`src/rtl/puf_pkg.sv`:
```
// Shared types and default parameters for the PUF evaluation controller.
package puf_pkg;

    typedef enum logic [1:0] {
        S_IDLE  = 2'd0,
        S_RUN   = 2'd1,
        S_RELAX = 2'd2,
        S_RESP  = 2'd3
    } state_e;

    localparam int DEF_NUM_EVALS      = 5;
    localparam int DEF_TIMEOUT_CYCLES = 255;
    localparam int DEF_RELAX_CYCLES   = 4;
    localparam int PUF_W              = 8;

endpackage

```
`src/rtl/puf_sync2.sv`:
```
// Two-flop synchronizer for asynchronous single-bit inputs.
module puf_sync2 (
    input  logic clk,
    input  logic rst_ni,
    input  logic d_i,
    output logic q_o
);

    logic meta_q;
    logic sync_q;

    always_ff @(posedge clk) begin
        if (!rst_ni) begin
            meta_q <= 1'b0;
            sync_q <= 1'b0;
        end else begin
            meta_q <= d_i;
            sync_q <= meta_q;
        end
    end

    assign q_o = sync_q;

endmodule

```
`src/rtl/puf_eval_controller.sv`:
```
// PUF evaluation controller: repeated evaluations with timeout and relax gap.
// Define PUF_MAJORITY_VOTE_EN for NUM_EVALS-way majority voting.
module puf_eval_controller
    import puf_pkg::*;
#(
    parameter int NUM_EVALS      = DEF_NUM_EVALS,
    parameter int TIMEOUT_CYCLES = DEF_TIMEOUT_CYCLES,
    parameter int RELAX_CYCLES   = DEF_RELAX_CYCLES
) (
    input  logic             clk,
    input  logic             computer_reset,
    input  logic             req_valid,
    output logic             req_ready,
    input  logic [PUF_W-1:0] req_challenge,
    output logic             puf_enable,
    output logic [PUF_W-1:0] puf_challenge,
    input  logic [PUF_W-1:0] puf_out,
    input  logic             puf_all_done,
    output logic             resp_valid,
    input  logic             resp_ready,
    output logic [PUF_W-1:0] resp_data,
    output logic [PUF_W-1:0] resp_unstable,
    output logic             resp_timeout
);

    localparam int EW = $clog2(NUM_EVALS + 1);
`ifdef PUF_MAJORITY_VOTE_EN
    localparam logic [EW-1:0] EVALS = EW'(NUM_EVALS);
    localparam logic [EW-1:0] HALF  = EW'(NUM_EVALS / 2);
`else
    localparam logic [EW-1:0] EVALS = EW'(1);
`endif
    localparam logic [10:0] TMO = 11'(TIMEOUT_CYCLES);
    localparam logic [4:0]  RLX = 5'(RELAX_CYCLES);

    state_e             state_q, state_d;
    logic [PUF_W-1:0]   chal_q, chal_d;
    logic [9:0]         wait_q, wait_d;
    logic [3:0]         rel_q, rel_d;
    logic [EW-1:0]      evals_q, evals_d;
    logic               armed_q, armed_d;
    logic [PUF_W-1:0]   data_q, data_d;
    logic               tmo_q, tmo_d;
    logic               done_s;
    logic [10:0]        wait_inc;
    logic [4:0]         rel_inc;
    logic               sample;

    puf_sync2 u_done_sync (
        .clk    (clk),
        .rst_ni (computer_reset),
        .d_i    (puf_all_done),
        .q_o    (done_s)
    );

`ifdef PUF_MAJORITY_VOTE_EN
    logic [EW-1:0]    ones_q [PUF_W];
    logic [EW-1:0]    ones_d [PUF_W];
    logic [PUF_W-1:0] unst_q, unst_d;
    logic [PUF_W-1:0] vote_data, vote_unst;

    always_comb begin
        vote_data = '0;
        vote_unst = '0;
        for (int i = 0; i < PUF_W; i++) begin
            vote_data[i] = ones_q[i] > HALF;
            vote_unst[i] = (ones_q[i] != '0) && (ones_q[i] < EVALS);
        end
    end

    always_ff @(posedge clk) begin
        if (!computer_reset) begin
            ones_q <= '{default: '0};
            unst_q <= '0;
        end else begin
            ones_q <= ones_d;
            unst_q <= unst_d;
        end
    end

    assign resp_unstable = unst_q;
`else
    assign resp_unstable = '0;
`endif

    always_ff @(posedge clk) begin
        if (!computer_reset) begin
            state_q <= S_IDLE;
            chal_q  <= '0;
            wait_q  <= '0;
            rel_q   <= '0;
            evals_q <= '0;
            armed_q <= 1'b0;
            data_q  <= '0;
            tmo_q   <= 1'b0;
        end else begin
            state_q <= state_d;
            chal_q  <= chal_d;
            wait_q  <= wait_d;
            rel_q   <= rel_d;
            evals_q <= evals_d;
            armed_q <= armed_d;
            data_q  <= data_d;
            tmo_q   <= tmo_d;
        end
    end

    assign wait_inc = {1'b0, wait_q} + 11'd1;
    assign rel_inc  = {1'b0, rel_q} + 5'd1;
    // A done already high on RUN entry is stale; require a low first.
    assign sample   = done_s && armed_q;

    always_comb begin
        state_d = state_q;
        chal_d  = chal_q;
        wait_d  = wait_q;
        rel_d   = rel_q;
        evals_d = evals_q;
        armed_d = armed_q;
        data_d  = data_q;
        tmo_d   = tmo_q;
`ifdef PUF_MAJORITY_VOTE_EN
        ones_d  = ones_q;
        unst_d  = unst_q;
`endif
        unique case (state_q)
            S_IDLE: begin
                if (req_valid) begin
                    chal_d  = req_challenge;
                    wait_d  = '0;
                    evals_d = '0;
                    armed_d = 1'b0;
                    data_d  = '0;
                    tmo_d   = 1'b0;
`ifdef PUF_MAJORITY_VOTE_EN
                    ones_d  = '{default: '0};
                    unst_d  = '0;
`endif
                    state_d = S_RUN;
                end
            end
            S_RUN: begin
                wait_d = wait_inc[9:0];
                if (!done_s) armed_d = 1'b1;
                if (sample) begin
`ifdef PUF_MAJORITY_VOTE_EN
                    for (int i = 0; i < PUF_W; i++) begin
                        if (puf_out[i] && ones_q[i] < EVALS)
                            ones_d[i] = ones_q[i] + EW'(1);
                    end
`else
                    data_d = puf_out;
`endif
                    evals_d = evals_q + EW'(1);
                    rel_d   = '0;
                    state_d = S_RELAX;
                end else if (wait_inc >= TMO) begin
                    tmo_d   = 1'b1;
                    data_d  = '0;
`ifdef PUF_MAJORITY_VOTE_EN
                    unst_d  = '0;
`endif
                    state_d = S_RESP;
                end
            end
            S_RELAX: begin
                if (!rel_inc[4]) rel_d = rel_inc[3:0];
                if (!done_s && rel_inc >= RLX) begin
                    if (evals_q < EVALS) begin
                        wait_d  = '0;
                        armed_d = 1'b0;
                        state_d = S_RUN;
                    end else begin
`ifdef PUF_MAJORITY_VOTE_EN
                        data_d = vote_data;
                        unst_d = vote_unst;
`endif
                        state_d = S_RESP;
                    end
                end
            end
            S_RESP: begin
                if (resp_ready) state_d = S_IDLE;
            end
            default: state_d = S_IDLE;
        endcase
    end

    assign req_ready     = (state_q == S_IDLE) && computer_reset;
    assign puf_enable    = (state_q == S_RUN);
    assign puf_challenge = chal_q;
    assign resp_valid    = (state_q == S_RESP);
    assign resp_data     = data_q;
    assign resp_timeout  = tmo_q;

endmodule

```
`config.mk`:
```
export PLATFORM = sky130hd
export DESIGN_NAME = puf_eval_controller
export DESIGN_NICKNAME = d
export VERILOG_FILES = /design/src/rtl/puf_pkg.sv /design/src/rtl/puf_sync2.sv /design/src/rtl/puf_eval_controller.sv
export SDC_FILE = /design/constraint.sdc
export NUM_CORES = 1
export LEC_CHECK = 0
export CAP_MARGIN = 15
export CORE_MARGIN = 2
export CORE_UTILIZATION = 40
export DETAILED_ROUTE_END_ITERATION = 8
export PLACE_DENSITY = 0.66
export SYNTH_ARGS = -nofsm -noshare
export SYNTH_HDL_FRONTEND = slang
export SYNTH_SLANG_ARGS = --single-unit
```
`constraint.sdc`:
```
create_clock -name clk -period 3.07 [get_ports clk]
set_clock_uncertainty 0.1 [all_clocks]
set_input_delay 0.307 -clock clk [delete_from_list [all_inputs] [get_ports clk]]
set_output_delay 0.307 -clock clk [all_outputs]
set_load 0.02 [all_outputs]
```
==> impl_metrics.json <==
{
  "status": "finished, final reports clean",
  "arrival_ns": 2.43,
  "layout_min_cycle_time_ns": 2.31,
  "critical_path_class": "register to register",
  "cts_tree": "done",
  "setup_violations": 0,
  "yosys-top-cells-area": "dfxtp_1, nand2_1, ha_1",
  "n_fill_cell": 493,
  "ys_seq_area_share_pct": 37.3,
  "grt_pass1_wl_um": 7380,
  "routedWlPerCell_um": 12.4,
  "cts_resized": 0,
  "vias_per_cell": 4.97,
  "fin_area_um2": 2650,
  "yosys_warnings": 0,
  "power_density_nw_per_um2": 679,
  "clkLatencyLatePin_ns": 0.29,
  "clkTransAtPathRegs_ns": 0.07,
  "slew_headroom_pct": 62.8,
  "htree_levels": 2,
  "dieArea_um2": 5830,
  "grt_max_degree": 16,
  "placed_cells": 347,
  "wirelength_um": 4410,
  "rsz0062_at_grt": "false",
  "cp_slowest_cell": "dfxtp_1",
  "slew_viol_final": 0,
  "grt_overflow": 0,
  "drcViolationCount": 0,
  "vias": 1766,
  "cts_buffers": 5,
  "multiInputGateArea_um2": 1190,
  "endpoint_kind": "register",
  "ioPinCount": 49,
  "die_w_um": 76.4,
  "timing.hold.ws_ns": 0.337,
  "antenna_found_initial": 0,
  "synthFlopType": "dfxtp_1",
  "drtIter0Drc": 95,
  "hold_violations": 0,
  "instances_no_fill": 355,
  "vdd_drop_max_uv": 293,
  "synth-edff-count": 0,
  "dpl.hpwl_um": 3160,
  "critPathBufInv": 0,
  "synth_top_area_cell": "dfxtp_1",
  "maxCapViolCount": 0,
  "start_util_pct": 41.3,
  "setup_tns_ns": 0,
  "cpPeakStageDelay_ns": 0.43,
  "core-area_um2": 5070,
  "hold_path_class": "register to register",
  "final-seq-area_um2": 781,
  "grt_pass1_vias": 1631,
  "root_buffer": "clkbuf_8",
  "start_kind": "register",
  "ant_nets": 0,
  "power_leakage_nw": 1.01,
  "cts_buffer_depth": 2,
  "path_delay_family": "multiplexers",
  "synth_cell_types": 56,
  "fin_crit_sh_pct": 75.3,
  "final_util_pct": 52.3,
  "holdBufCountCts": 0,
  "dpl_cell_area_um2": 2520,
  "gr-usage-all-layers_pct": 15.4,
  "syn_area_um2": 2090,
  "dr.pass1.iters": 4,
  "worst_pin_slew_ns": 0.555,
  "path_cells": "ha_1 -> nand3_2 -> nor3_2 -> mux2i_1 -> o211ai_4 -> o21ai_4 -> mux2i_1",
  "fmax_ghz": 0.433,
  "gp_congestion": 0.847,
  "required_ns": 3.19,
  "synthCells": 244,
  "cts_setup_buffers": 0,
  "synth-seq-cells": 39,
  "die_h_um": 76.4,
  "area_growth_pct": 26.7,
  "drive_gt1_share_pct": 8.42,
  "async_reset_ff_share_pct": 0,
  "io_buffer_count": 40,
  "yosys.area.top_type_share_pct": 37.3,
  "postSynthAreaPerCell_um2": 8.58,
  "crit_path_max_fanout": 8,
  "cpMostUsedCell": "mux2i_1",
  "diodes": 0,
  "cts_num_sinks": 39,
  "fin_nets": 315,
  "rows": 26
}
==> worst reg2reg max path, delay by kind of cell (launching register included) <==
kind,cells,cell delay (ns)
AO/OA/AOI/OAI,2,0.50
flip-flops,1,0.43
adder cells (fa/ha/maj),1,0.27
multiplexers,2,0.53
AND/OR/NAND/NOR,2,0.41
==> area by class of cell <==
type	instances	share of cell area (%)
Inverter	8	1.13
Sequential cell	39	29.4
Clock inverter	2	2.26
Multi-Input combinational cell	186	44.9
Clock buffer	6	2.73
Timing Repair Buffer	44	16.2
Tap cell	70	3.30
==> layer usage <==
metal | vias up | track usage [%] | share of wire (%)
met4 | 0 | 5.45 | 1.7
met2 | 56 | 24.7 | 45
met1 | 793 | 19.8 | 48
met3 | 8 | 4.50 | 6.1
li1 | 909 | - | -
met5 | - | 0 | 0
==> kinds of logic (layout without fill, tap and decap cells) <==
logic type               Yosys count  after routing  share of synthesized area, %
XOR/XNOR                           6              6                          2.51
AO/OA/AOI/OAI                     53             53                          19.7
adder cells (fa/ha/maj)           10             10                          5.97
flip-flops                        39             39                          37.3
AND/OR/NAND/NOR                   99             99                          22.5
multiplexers                      10             10                          4.78
other                              1              8                         0.179
buffers and inverters             26             60                          7.05
==> flip-flops by register name, summed over array words and instances, names as in the netlist, 2 cells and up <==
| name | flops |
|---|---|
| wait_q | 10 |
| rel_q | 4 |
| resp_data | 8 |
| state_q | 2 |
| puf_challenge | 8 |
| evals_q | 3 |
==> placed cells by master, fill, tap and decap left out, types with 8 or more instances in the layout <==
cell type / instances
nand2_1: 51
clkdlybuf4s50_1: 40
dfxtp_1: 39
a21oi_1: 17
nor2_1: 13
mux2i_1: 10
ha_1: 10
nand3_1: 9
inv_1: 8
conb_1: 8
==> report_power, final <==
part           internal, mW  switching, mW  leakage, nW
clock network         0.325          0.177       0.0654
registers             0.561         0.0518        0.317
logic                 0.291          0.397        0.629
==> Yosys cell counts, drive strengths merged, types with 2 or more instances <==
cell / count
nand2: 51
dfxtp: 39
a21oi: 17
nor2: 13
buf: 10
ha: 10
mux2i: 10
nand3: 10
clkbuf: 8
inv: 8
o21ai: 8
and2: 6
a31oi: 5
a211oi: 3
nand4b: 3
nor3: 3
o211ai: 3
xnor2: 3
xor2: 3
nand2b: 2
nand4: 2
o211a: 2
o21bai: 2
o31ai: 2
or3: 2
==> worst paths after layout <==
path / start / depth (start not counted) / endpoint / slack (ns)
setup / recovery: wait_q[0]$_SDFFE_PN0P_ / 7 / resp_data[4]$_SDFFE_PN0P_ / 0.76
hold / removal: u_done_sync.meta_q$_SDFF_PN0_ / 1 / u_done_sync.q_o$_SDFF_PN0_ / 0.34
setup reg to reg: wait_q[0]$_SDFFE_PN0P_ / 7 / resp_data[4]$_SDFFE_PN0P_ / 0.76
hold reg to reg: u_done_sync.meta_q$_SDFF_PN0_ / 1 / u_done_sync.q_o$_SDFF_PN0_ / 0.34
==> through the flow <==
| step | setup WS, ns | power (mW) |
|---|---|---|
| 6_report | 0.759 | 1.80 |
| 3_5_place_dp | 0.746 | 1.31 |
| 5_1_grt | 0.534 | 1.92 |
| 3_3_place_gp | 0.809 | 1.31 |
| 2_1_floorplan | 0.930 | 1.13 |
| 4_1_cts | 0.732 | 1.82 |
Note: power is estimated with default switching activity, not from simulation.
